<file path="config.mk">
export PLATFORM = sky130hd
export DESIGN_NAME = clock_divider_ctrl_flat
export DESIGN_NICKNAME = d
export VERILOG_FILES = /design/src/rtl/clock_divider_ctrl_if.sv /design/src/rtl/clock_divider_ctrl.sv /design/src/flat_wrapper.sv
export SDC_FILE = /design/constraint.sdc
export NUM_CORES = 1
export LEC_CHECK = 0
export BUFFER_PORTS_ARGS = -buffer_cell sky130_fd_sc_hd__clkbuf_2
export CAP_MARGIN = 20
export CORE_MARGIN = 2
export CORE_UTILIZATION = 55
export DETAILED_ROUTE_END_ITERATION = 7
export GPL_TIMING_DRIVEN = 0
export MAX_ROUTING_LAYER = met4
export PLACE_DENSITY = 0.75
export SETUP_SLACK_MARGIN = 0.15
export SYNTH_ARGS = -nofsm -noshare
export SYNTH_HDL_FRONTEND = slang
export SYNTH_SLANG_ARGS = --single-unit
</file>
<file path="constraint.sdc">
create_clock -name clock_in -period 3 [get_ports clock_in]
set_input_delay 0.3 -clock clock_in [delete_from_list [all_inputs] [get_ports clock_in]]
set_output_delay 0.3 -clock clock_in [all_outputs]
set_load 0.01 [all_outputs]
</file>
<file path="src/rtl/clock_divider_ctrl_if.sv">
// rtl/clock_divider_ctrl_if.sv - config handshake bundle for clock_divider_ctrl
interface clock_divider_ctrl_if #(
    parameter int DIV_WIDTH   = 16,
    parameter int BURST_WIDTH = 8
);
    logic                   cfg_valid;
    logic                   cfg_ready;
    logic [DIV_WIDTH-1:0]   cfg_half_period;
    logic [BURST_WIDTH-1:0] cfg_burst;

    modport master (output cfg_valid, cfg_half_period, cfg_burst, input cfg_ready);
    modport slave  (input cfg_valid, cfg_half_period, cfg_burst, output cfg_ready);
endinterface

</file>
<file path="src/rtl/clock_divider_ctrl.sv">
// rtl/clock_divider_ctrl.sv - run-time controller for a glitch-free divide-by-2N clock
// Config lands directly in IDLE, otherwise through a one-deep shadow applied at a period boundary.
module clock_divider_ctrl #(
    parameter int DIV_WIDTH    = 16,
    parameter int BURST_WIDTH  = 8,
    parameter int DEFAULT_HALF = 2
) (
    input  logic                   clock_in,
    input  logic                   reset_n,
    clock_divider_ctrl_if.slave    cfg,
    input  logic                   start,
    input  logic                   stop,
    output logic                   clock_out,
    output logic                   tick,
    output logic                   busy,
    output logic                   done,
    output logic [BURST_WIDTH-1:0] tick_count
);
    typedef enum logic [1:0] {S_IDLE, S_RUN, S_STOPPING} state_e;

    localparam logic [DIV_WIDTH-1:0] RESET_HALF =
        (DEFAULT_HALF < 1) ? DIV_WIDTH'(1) : DIV_WIDTH'(DEFAULT_HALF);

    state_e                 state_q;
    logic [DIV_WIDTH-1:0]   counter_q;
    logic [DIV_WIDTH-1:0]   half_q;
    logic [DIV_WIDTH-1:0]   shadow_half_q;
    logic [BURST_WIDTH-1:0] burst_q;
    logic [BURST_WIDTH-1:0] shadow_burst_q;
    logic [BURST_WIDTH-1:0] tick_count_q;
    logic                   shadow_valid_q;
    logic                   clock_out_q;
    logic                   tick_q;
    logic                   done_q;

    logic [DIV_WIDTH-1:0]   cfg_half_norm;
    logic                   running;
    logic                   accept;
    logic                   at_limit;
    logic                   trunc_evt;
    logic                   rise_evt;
    logic                   fall_evt;
    logic                   burst_hit;
    logic                   leave_evt;
    logic                   boundary;

    assign cfg_half_norm = (cfg.cfg_half_period == '0) ? DIV_WIDTH'(1) : cfg.cfg_half_period;
    assign running       = (state_q != S_IDLE);
    assign cfg.cfg_ready = !running || !shadow_valid_q;
    assign accept        = cfg.cfg_valid && cfg.cfg_ready;
    assign at_limit      = (counter_q == half_q - DIV_WIDTH'(1));

    // A stop during the low phase cuts it short; nothing toggles, so no runt pulse.
    assign trunc_evt = (state_q == S_RUN) && stop && !clock_out_q;
    assign rise_evt  = running && !trunc_evt && at_limit && !clock_out_q;
    assign fall_evt  = running && at_limit && clock_out_q;
    assign burst_hit = (burst_q != '0) && (tick_count_q == burst_q);
    assign leave_evt = trunc_evt || (fall_evt && (burst_hit || (state_q == S_STOPPING) || stop));
    assign boundary  = trunc_evt || fall_evt;

    always_ff @(posedge clock_in) begin
        if (!reset_n) begin
            state_q        <= S_IDLE;
            counter_q      <= '0;
            half_q         <= RESET_HALF;
            burst_q        <= '0;
            shadow_half_q  <= '0;
            shadow_burst_q <= '0;
            shadow_valid_q <= 1'b0;
            tick_count_q   <= '0;
            clock_out_q    <= 1'b0;
            tick_q         <= 1'b0;
            done_q         <= 1'b0;
        end else begin
            tick_q <= 1'b0;
            done_q <= 1'b0;
            if (!running) begin
                if (accept) begin
                    half_q  <= cfg_half_norm;
                    burst_q <= cfg.cfg_burst;
                end
                if (start) begin
                    state_q      <= S_RUN;
                    counter_q    <= '0;
                    clock_out_q  <= 1'b0;
                    tick_count_q <= '0;
                end
            end else begin
                counter_q <= (trunc_evt || at_limit) ? '0 : counter_q + DIV_WIDTH'(1);
                if (rise_evt || fall_evt) begin
                    clock_out_q <= !clock_out_q;
                end
                if (rise_evt) begin
                    tick_q       <= 1'b1;
                    tick_count_q <= tick_count_q + BURST_WIDTH'(1);
                end
                if ((state_q == S_RUN) && stop && clock_out_q) begin
                    state_q <= S_STOPPING;
                end
                if (leave_evt) begin
                    state_q <= S_IDLE;
                    done_q  <= fall_evt && burst_hit;
                end
                // New config only takes effect where a period ends, so the current one is never distorted.
                if (boundary) begin
                    if (accept) begin
                        half_q  <= cfg_half_norm;
                        burst_q <= cfg.cfg_burst;
                    end else if (shadow_valid_q) begin
                        half_q  <= shadow_half_q;
                        burst_q <= shadow_burst_q;
                    end
                    shadow_valid_q <= 1'b0;
                end else if (accept) begin
                    shadow_half_q  <= cfg_half_norm;
                    shadow_burst_q <= cfg.cfg_burst;
                    shadow_valid_q <= 1'b1;
                end
            end
        end
    end

    assign clock_out  = clock_out_q;
    assign tick       = tick_q;
    assign busy       = running;
    assign done       = done_q;
    assign tick_count = tick_count_q;
endmodule

</file>
<file path="src/flat_wrapper.sv">
// flat-port wrapper written by rule: the top's interface ports become plain ports
module clock_divider_ctrl_flat 
#(
    parameter int DIV_WIDTH    = 16,
    parameter int BURST_WIDTH  = 8,
    parameter int DEFAULT_HALF = 2
)
  (clock_in, reset_n, start, stop, clock_out, tick, busy, done, tick_count, cfg_cfg_valid, cfg_cfg_half_period, cfg_cfg_burst, cfg_cfg_ready);
  clock_divider_ctrl_if #(.DIV_WIDTH(DIV_WIDTH), .BURST_WIDTH(BURST_WIDTH)) cfg_i ();
  input  logic clock_in;
  input  logic reset_n;
  input  logic start;
  input  logic stop;
  output logic clock_out;
  output logic tick;
  output logic busy;
  output logic done;
  output logic [BURST_WIDTH-1:0] tick_count;
  input wire logic [$bits(cfg_i.cfg_valid)-1:0] cfg_cfg_valid;
  input wire logic [$bits(cfg_i.cfg_half_period)-1:0] cfg_cfg_half_period;
  input wire logic [$bits(cfg_i.cfg_burst)-1:0] cfg_cfg_burst;
  output wire logic [$bits(cfg_i.cfg_ready)-1:0] cfg_cfg_ready;
  assign cfg_i.cfg_valid = cfg_cfg_valid;
  assign cfg_i.cfg_half_period = cfg_cfg_half_period;
  assign cfg_i.cfg_burst = cfg_cfg_burst;
  assign cfg_cfg_ready = cfg_i.cfg_ready;
  clock_divider_ctrl #(.DIV_WIDTH(DIV_WIDTH), .BURST_WIDTH(BURST_WIDTH), .DEFAULT_HALF(DEFAULT_HALF)) u_core (.clock_in(clock_in), .reset_n(reset_n), .cfg(cfg_i), .start(start), .stop(stop), .clock_out(clock_out), .tick(tick), .busy(busy), .done(done), .tick_count(tick_count));
endmodule
</file>
==> results.py, run 1 <==
metrics = {
    "synthesis": {
        "synthDistinctLibCells": 59,
        "synthMostInstantiatedCell": "dfxtp_1",
        "yosysTopAreaCell": "dfxtp_1",
        "ys.flop_type": "dfxtp_1",
        "ys_warn_count": 0,
        "synthTopCellsByCount": "dfxtp_1 (78), nand2_1 (61), nand3_1 (50)",
        "avgSynthCellArea_um2": 8.378,
        "ys_seq_area_frac": 0.3633,
        "netlist_top_cells_area": "dfxtp_1 (36%), mux2i_1 (6.5%), nand3_1 (5.8%)",
        "yosysTopAreaCellShare": 0.3633,
        "syn-instance-count": 513,
        "synth_edf_count": 0,
        "syn_nets": 545,
        "ys_ff_latch": 78,
        "postSynth.asyncResetShare": 0,
        "syn_area_um2": 4298,
    },
    "global_route": {
        "grt-ovfl-total": 0,
        "grt_antenna_before_repair": 0,
        "grt_pass1_vias": 3503,
        "grt_usage": 0.2530,
        "grt_max_degree": 16,
        "grt_pass1_wl_um": 17070,
    },
    "sta": {
        "tns_ps": 0,
        "finalCriticalPeriod_ps": 2920,
        "fin_skew_ps": 10.82,
        "slew_headroom": 0.4629,
        "worstMarginPinSlew_ps": 802.7,
        "min_period_over_period": 0.9734,
        "fin_hold_ws_ps": 170.6,
        "max_freq_mhz": 342.4,
        "hold_viol": 0,
        "drv_slew": 0,
        "finalSetupViolCount": 0,
        "rsz0062_at_grt": "yes",
    },
    "cells_and_area": {
        "num_antenna_cells": 0,
        "syn_to_final_growth_pct": 21.14,
        "fin_nets": 613,
        "drive_gt1_frac": 0.2389,
    },
    "job": {
        "cap_violations": 0,
    },
    "placed_design": {
        "routabilityCongestion": 0.8929,
        "io_buffers": 41,
        "dp_hpwl_um": 7604,
    },
    "power_and_ir_drop": {
        "p_sw_mw": 0.8127,
        "ir_drop_mv": 0.2690,
        "p_int_mw": 1.751,
        "power_density_nw_per_um2": 492.4,
        "swShare": 0.3170,
        "leakagePower_nw": 1.919,
        "pwr-share-clk": 0.319,
        "seqPwrFrac": 0.451,
        "total_power_mw": 2.563,
        "comb_power_share": 0.229,
    },
    "die": {
        "initial_core_util": 0.5620,
        "dieArea_um2": 8538,
        "io_pins": 42,
        "dieWidth_um": 92.40,
        "num_rows": 32,
        "core_um2": 7647,
        "die_h_um": 92.40,
    },
    "cts": {
        "cts_tree": "done",
        "clock_latency_ps": 350,
        "ctsRootBufferMaster": "clkbuf_8",
        "cts.path.max_buffers": 2,
        "cts.sinks": 78,
        "cts_buffers": 9,
        "cts-hold-fix-buffers": 0,
        "h-tree-depth": 3,
        "clk_pin_slew_ps": 90,
    },
    "drt": {
        "vias_per_cell": 5.810,
        "ant_nets": 0,
        "post-route-drc-count": 0,
        "dr.pass1.iters": 4,
        "routed_wl_um": 10810,
        "num_vias": 3997,
        "drtIter0Drc": 209,
        "wire_per_inst_um": 15.72,
    },
    "critical_path": {
        "cpPeakStageDelay_ps": 540,
        "path_cells": "or4_4 > or3_4 > o31a_1 > nor4_2 > and4_1 > buf_6 > nand3_1 > buf_6 > o211ai_1 > o31ai_1",
        "cp-start-kind": "flip-flop",
        "crit_top_cell": "buf_6",
        "required_ps": 3230,
        "worstPathMaxFanout": 10,
        "critPathKind": "reg2reg",
        "crit_slowest_cell": "or4_4",
        "r2r_setup_slack_ps": 80,
        "worst_ep_arrival_time_ps": 3150,
        "critPathCaptureType": "flip-flop",
    },
    "run_status": {
        "status": "completed",
    },
    "hold_path": {
        "min_path_type": "in2reg",
    },
}
[critical path: cells and delay by family, from the launching register on]
| family | cells | cell delay, ps |
|---|---|---|
| AND/OR/NAND/NOR | 5 | 1500 |
| buffers and inverters | 2 | 320 |
| flip-flops | 1 | 360 |
| AO/OA/AOI/OAI | 3 | 630 |
[cell type report]
class / count / area [um^2]
timing repair buffer: 57 / 389.1
clock buffer: 9 / 123.9
tap: 102 / 127.6
fill: 629 / 2441
inverter: 14 / 52.55
multi-input combinational: 387 / 2613
sequential: 78 / 1570
clock inverter: 7 / 80.08
buffer: 34 / 250.2
[routing by layer]
layer	global-route usage	vias up	wire, um
met5	-	-	0
met4	0.06841	0	161
met3	0.03662	14	498
met2	0.3978	111	5127
met1	0.3429	1881	5024
li1	-	1991	-
[logic make-up after synthesis]
| logic type | share of synthesized area |
|---|---|
| DFF | 0.3633 |
| and+or+nand+nor | 0.2410 |
| muxes | 0.06521 |
| buffers and inverters | 0.05560 |
| AOI/OAI and AO/OA | 0.2070 |
| adders and majority gates | 0.008735 |
| xor gates and xnor gates | 0.05910 |
[metrics by stage]
stage               setup WS, ps    util  area [um^2]  std cells
floorplan                  316.6       -         4298        513
global placement           72.35  0.6055         4631        656
detailed placement         28.71  0.6055         4631        656
CTS                        116.2  0.6360         4863        672
global route              -65.43  0.6808         5206        688
finish                     79.80  0.6808         5206        688
[power by group through the flow]
| stage | Sequential, mW | Combinational (mW) | Clock [mW] |
|---|---|---|---|
| detailed placement | 1.18 | 0.489 | 0 |
| CTS | 1.15 | 0.496 | 0.823 |
| floorplan | 1.16 | 0.377 | 0 |
| global route | 1.17 | 0.640 | 0.875 |
| global placement | 1.17 | 0.478 | 0 |
| finish | 1.16 | 0.588 | 0.819 |
[cell usage in the layout, fill, tap and decap left out, types with 9 or more instances in the layout]
cell type	Yosys	routed
a211oi_2	18	19
a21oi_1	12	10
buf_4	2	12
buf_6	6	10
clkbuf_1	19	17
clkbuf_2	0	42
clkbuf_8	0	9
dfxtp_1	78	75
inv_1	14	14
mux2i_1	28	28
nand2_1	61	61
nand3_1	50	44
nor2_1	37	31
o21ai_0	40	29
o21ai_1	6	16
xnor2_1	17	17
xor2_1	12	12
[registers in the layout (all words and copies together) (netlist names), 2 cells and up]
signal                 cells
u_core.state_q             2
u_core.counter_q          16
u_core.shadow_burst_q      8
u_core.half_q             16
u_core.tick_count          8
u_core.shadow_half_q      16
u_core.burst_q             8
[worst paths after layout]
check / startpoint / endpoint / depth (start not counted)
max: u_core.half_q[6] / u_core.tick_count[5] / 10
min: cfg_cfg_burst[6] / u_core.shadow_burst_q[6] / 3
max reg2reg: u_core.half_q[6] / u_core.tick_count[5] / 10
min reg2reg: u_core.shadow_half_q[14] / u_core.shadow_half_q[14] / 2
[what timing repair did]
item	CTS	global route
setup buffers	0	11
setup endpoints to repair	43	74
resized for setup	9	64
gates cloned	0	5
endpoints found under the hold margin	0	0
pin swaps	0	13
(Power assumes the default switching activity.)
==> inputs of run 2 (changes only) <==
ABC_AREA = 1   (was unset)
clock period = 2.75 ns   (was 3 ns; I/O delays follow)
==> run 2 against run 1 <==
Combinational power is 9.2% lower. Largest cell class unchanged. Setup slack better by 300 ps. Clock skew is 3.5 ps lower. Largest power group unchanged.
==> results.py, run 2 <==
metrics = {
    "cts": {
        "cts_buffers": 9,
        "cts_tree": "done",
        "ctsRootBufferMaster": "clkbuf_8",
        "cts.path.max_buffers": 2,
        "clk_pin_slew_ps": 80,
        "clock_latency_ps": 350,
        "postCtsSetupRepairBufs": 0,
        "h-tree-depth": 3,
        "cts.sinks": 78,
    },
    "cells_and_area": {
        "stdcell_area_um2": 5050,
        "stdcell_count": 874,
        "post-route-util": 0.6468,
        "drive_gt1_frac": 0.1218,
        "syn_to_final_growth_pct": 12.24,
        "top_regs": "u_core.counter_q: 16 flops, u_core.half_q: 16 flops, u_core.shadow_half_q: 16 flops",
        "num_antenna_cells": 0,
        "fin_nets": 799,
        "final_cell_mix": "nand2_1 (215), nor2_1 (128), inv_1 (83), dfxtp_1 (77), clkbuf_2 (41)",
        "layout.cells.most_common": "nand2_1",
    },
    "placed_design": {
        "place_ws_ps": 230.4,
        "post_dp_cell_area_um2": 4827,
        "dp_hpwl_um": 8500,
        "dp.cells": 858,
        "io_buffers": 40,
        "routabilityCongestion": 0.8706,
    },
    "critical_path": {
        "crit_slowest_cell": "dfxtp_1",
        "required_ps": 2990,
        "worst-path-buf-inv": 3,
        "crit_cells": 18,
        "path_cells": "inv_1 > ha_1 > inv_1 > nand2_1 > nand2_1 > nor2_1 > nand2_1 > nor2_1 > nand2_1 > nor2_1 > nand2_1 > nor2_4 > nand4_4 > nand3_4 > nand2_4 > buf_2 > nor2_1 > nor2_1",
        "cpPeakStageDelay_ps": 390,
        "cp-start-kind": "flip-flop",
        "worstPathMaxFanout": 10,
        "critPathKind": "reg2reg",
        "critPathCaptureType": "flip-flop",
        "critPathTopFamily": "simple AND/OR/NAND/NOR gates",
        "worst_ep_arrival_time_ps": 2610,
        "r2r_cells": 18,
    },
    "sta": {
        "min_period_over_period": 0.8621,
        "finalCriticalPeriod_ps": 2371,
        "worstMarginPinSlew_ps": 610.5,
        "hold_viol": 0,
        "max_freq_mhz": 421.8,
        "fin_skew_ps": 7.307,
        "drv_slew": 0,
        "rsz0062_at_grt": "yes",
        "fin_hold_ws_ps": 162.1,
        "tns_ps": 0,
        "setup_slack_ps": 379.1,
        "finalSetupViolCount": 0,
        "slew_headroom": 0.5930,
    },
    "global_route": {
        "grt_antenna_before_repair": 0,
        "grt-ovfl-total": 0,
        "grt_pass1_wl_um": 18630,
        "grt_max_degree": 13,
        "grt_pass1_vias": 4002,
        "grt_usage": 0.2710,
    },
    "power_and_ir_drop": {
        "p_int_mw": 1.824,
        "comb_power_share": 0.202,
        "ir_drop_mv": 0.2944,
        "p_sw_mw": 0.8136,
        "pwr-share-clk": 0.328,
        "total_power_mw": 2.638,
        "leakagePower_nw": 2.503,
        "power_density_nw_per_um2": 522.4,
        "swShare": 0.3084,
        "seqPwrFrac": 0.469,
    },
    "drt": {
        "num_vias": 4432,
        "post-route-drc-count": 0,
        "vias_per_cell": 5.071,
        "routed_wl_um": 11240,
        "dr.pass1.iters": 7,
        "wire_per_inst_um": 12.86,
        "drtIter0Drc": 176,
        "ant_nets": 0,
    },
    "die": {
        "core_um2": 7807,
        "io_pins": 42,
        "dieArea_um2": 8920,
        "initial_core_util": 0.5763,
        "num_rows": 32,
        "die_h_um": 94.45,
        "dieWidth_um": 94.45,
    },
    "synthesis": {
        "synthDistinctLibCells": 36,
        "netlist_top_cells_area": "dfxtp_1 (35%), nand2_1 (18%), nor2_1 (11%)",
        "synthMostInstantiatedCell": "nand2_1",
        "synth_edf_count": 0,
        "synthTopCellsByCount": "nand2_1 (215), nor2_1 (131), inv_1 (83)",
        "yosysTopAreaCell": "dfxtp_1",
        "ys.flop_type": "dfxtp_1",
        "avgSynthCellArea_um2": 6.284,
        "ys_seq_area_frac": 0.3471,
        "yosysTopAreaCellShare": 0.3471,
        "ys_warn_count": 0,
        "ys_ff_latch": 78,
        "syn_area_um2": 4499,
        "postSynth.asyncResetShare": 0,
        "syn_nets": 748,
        "syn-instance-count": 716,
    },
    "job": {
        "cap_violations": 0,
    },
    "hold_path": {
        "whs_path_depth": 3,
        "min_path_type": "in2reg",
    },
    "run_status": {
        "status": "completed",
    },
}
run 2: cell count changes after synthesis, moves of 8 or more:
cell      delta
nand2_1    +154
nor2_1      +94
inv_1       +69
mux2i_1     -28
a211oi_2    -18
clkbuf_1    -13
xnor2_1     -13
o22ai_1     +11
nand3_1     -10
xor2_1      +10
a211oi_1     -8
run 2: kinds of logic (layout without fill, tap and decap cells):
group | Yosys count | after routing | synth area share
DFF | 78 | 78 | 0.3471
xor gates and xnor gates | 27 | 27 | 0.05562
and+or+nand+nor | 431 | 431 | 0.4077
buffers and inverters | 111 | 167 | 0.1015
adders and majority gates | 3 | 3 | 0.008343
AOI/OAI and AO/OA | 66 | 66 | 0.07981
run 2: timing repair:
action,4_1_cts,5_1_grt
gates resized for setup,0,8
hold buffers,0,0
endpoints found under the setup margin,0,20
run 2: worst register-to-register path: stages, from the launching register on:
cell and delay (ps):
dfxtp_1 390, inv_1 80, ha_1 300, inv_1 40
nand2_1 50, nand2_1 40, nor2_1 70, nand2_1 50
nor2_1 80, nand2_1 70, nor2_1 80, nand2_1 80
nor2_4 130, nand4_4 130, nand3_4 120, nand2_4 110
buf_2 210, nor2_1 160, nor2_1 60
run 2: metal layers:
metal  vias to the layer above  GRT usage  share of wire
li1                       2326          -              -
met1                      2000     0.3573           0.47
met2                        96     0.4488           0.48
met3                        10    0.03033          0.042
met4                         0    0.06401         0.0073
met5                         -          -              0
run 2: final timing paths:
kind / slack [ps] / from / to
max: 380 / u_core.half_q[1] / u_core.half_q[8]
min: 160 / cfg_cfg_burst[2] / u_core.shadow_burst_q[2]
max reg2reg: 380 / u_core.half_q[1] / u_core.half_q[8]
min reg2reg: 490 / u_core.shadow_valid_q / u_core.shadow_valid_q
run 2: area by class of cell:
| type | count | area, um^2 |
|---|---|---|
| buffer | 22 | 122.6 |
| clock buffer | 13 | 148.9 |
| clock inverter | 3 | 43.79 |
| fill | 777 | 2758 |
| inverter | 89 | 334.1 |
| multi-input combinational | 527 | 2510 |
| sequential | 78 | 1563 |
| tap | 102 | 127.6 |
| timing repair buffer | 40 | 200.2 |
run 2: power groups by stage:
stage	clock, mW	combinational, mW	sequential (mW)
global placement	0	0.514	1.26
detailed placement	0	0.522	1.26
global route	0.927	0.611	1.25
finish	0.866	0.534	1.24
CTS	0.876	0.526	1.24
floorplan	0	0.392	1.25
==> inputs of run 3 (changes only) <==
CORE_ASPECT_RATIO = 0.5   (was unset)
CORE_MARGIN = unset   (was 2)
clock period = 2.8 ns   (was 2.75 ns; I/O delays follow)
==> run 3 against run 2 <==
Final cell count is 0.69% higher. Count of clock-buffer cells in the layout stayed put. Sequential power about the same. Global-route usage up 2.7 points. Critical path type unchanged. Worst hold slack better by 20 ps. Clock skew hardly changed. Largest cell class unchanged.
==> results.py, run 3 (same netlist as run 2, synthesis figures left out) <==
metrics = {
    "global_route": {
        "grt_pass1_vias": 4142,
        "grt_usage": 0.2982,
        "grt_pass1_wl_um": 18810,
        "grt-ovfl-total": 0,
        "grt_antenna_before_repair": 0,
        "grt_max_degree": 13,
    },
    "drt": {
        "dr.pass1.iters": 5,
        "ant_nets": 0,
        "routed_wl_um": 11240,
        "drtIter0Drc": 261,
        "vias_per_cell": 5.092,
        "num_vias": 4481,
        "wire_per_inst_um": 12.77,
        "post-route-drc-count": 0,
    },
    "cells_and_area": {
        "drive_gt1_frac": 0.1244,
        "syn_to_final_growth_pct": 16.21,
        "final_cell_mix": "nand2_1 (215), nor2_1 (127), inv_1 (83), dfxtp_1 (76), clkbuf_2 (41)",
        "top_regs": "u_core.counter_q: 16 flops, u_core.half_q: 16 flops, u_core.shadow_half_q: 16 flops",
        "fillers": 722,
        "num_antenna_cells": 0,
        "layout.cells.most_common": "nand2_1",
        "fin_nets": 799,
        "stdcell_area_um2": 5229,
    },
    "power_and_ir_drop": {
        "ir_drop_mv": 0.3551,
        "leakagePower_nw": 2.577,
        "power_density_nw_per_um2": 596.9,
    },
    "placed_design": {
        "dp_hpwl_um": 8357,
        "routabilityCongestion": 0.8499,
        "io_buffers": 40,
        "post_dp_cell_area_um2": 4835,
        "place_ws_ps": 236.8,
    },
    "run_status": {
        "status": "completed",
    },
    "critical_path": {
        "cpPeakStageDelay_ps": 400,
        "required_ps": 3030,
        "critPathKind": "reg2reg",
        "cp-start-kind": "flip-flop",
        "crit_slowest_cell": "dfxtp_2",
        "worstPathMaxFanout": 10,
        "worst-path-buf-inv": 3,
        "critPathCaptureType": "flip-flop",
        "path_cells": "inv_2 > ha_1 > inv_1 > nand2_1 > nand2_1 > nor2_1 > nand2_1 > nor2_1 > nand2_1 > nor2_1 > nand2_1 > nor2_4 > nand4_4 > nand3_4 > nand2_4 > buf_4 > nor2_1 > nor2_1",
        "worst_ep_arrival_time_ps": 2650,
        "critPathTopFamily": "simple AND/OR/NAND/NOR gates",
    },
    "sta": {
        "worstMarginPinSlew_ps": 565.6,
        "setup_slack_ps": 380.2,
        "finalCriticalPeriod_ps": 2420,
        "fin_skew_ps": 6.831,
        "drv_slew": 0,
        "hold_viol": 0,
        "rsz0062_at_grt": "no",
        "min_period_over_period": 0.8642,
        "max_freq_mhz": 413.3,
        "slew_headroom": 0.6229,
        "finalSetupViolCount": 0,
        "fin_hold_ws_ps": 182.1,
        "tns_ps": 0,
    },
    "cts": {
        "cts_tree": "done",
        "cts.sinks": 78,
        "cts.path.max_buffers": 2,
        "cts_buffers": 9,
        "ctsRootBufferMaster": "clkbuf_16",
        "clock_latency_ps": 340,
        "h-tree-depth": 3,
        "postCtsSetupRepairBufs": 0,
        "clk_pin_slew_ps": 60,
    },
    "hold_path": {
        "min_path_type": "in2reg",
    },
    "die": {
        "dieArea_um2": 8568,
        "num_rows": 22,
        "initial_core_util": 0.5901,
        "die_h_um": 65.96,
        "dieWidth_um": 129.9,
        "io_pins": 42,
        "core_um2": 7625,
    },
    "job": {
        "cap_violations": 0,
    },
}
[run 3: worst min-delay path, delay by kind of cell]
kind | cells | cell delay (ps)
buffers and inverters | 1 | 90
AND/OR/NAND/NOR | 2 | 120
[run 3: what timing repair did]
| action | in CTS | in global routing |
|---|---|---|
| hold buffers | 0 | 0 |
| gates resized for setup | 0 | 14 |
| setup endpoints to repair | 0 | 28 |
| hold endpoints to repair | 0 | 0 |
[run 3: path summary, 6_finish.rpt]
path                         start                       end  slack [ps]  cells after the start
max               u_core.half_q[0]         u_core.half_q[12]         380                     18
min               cfg_cfg_burst[1]  u_core.shadow_burst_q[1]         180                      3
max reg2reg       u_core.half_q[0]         u_core.half_q[12]         380                     18
min reg2reg  u_core.shadow_valid_q     u_core.shadow_valid_q         510                      2
[run 3: power by group]
group          switching, mW  internal [mW]  leakage [nW]
Sequential            0.0450           1.17         0.637
Clock                  0.449          0.920         0.170
Combinational          0.349          0.183          1.77
[run 3: layout make-up]
| type | instances | area (um^2) | share of cell area |
|---|---|---|---|
| clock buffers | 13 | 260.3 | 0.04977 |
| flip-flops and latches | 78 | 1564 | 0.2991 |
| repair buffers | 40 | 200.2 | 0.03829 |
| inverters | 89 | 334.1 | 0.06389 |
| well taps | 108 | 135.1 | 0.02584 |
| multi-input cells | 527 | 2517 | 0.4815 |
| plain buffers | 22 | 127.6 | 0.02441 |
| clock inverters | 3 | 90.09 | 0.01723 |
[run 3: per-stage QoR]
step	total power, mW	utilization	instances
3_3_place_gp	1.746	0.6341	864
5_1_grt	3.270	0.6858	880
3_5_place_dp	1.755	0.6341	864
2_1_floorplan	1.615	-	716
4_1_cts	3.124	0.6800	880
6_report	3.121	0.6858	880
[run 3: layer usage]
layer,share of wire,track usage
met4,0.0093,0.07994
met1,0.49,0.3736
met2,0.44,0.4806
met3,0.061,0.07686
met5,0,-
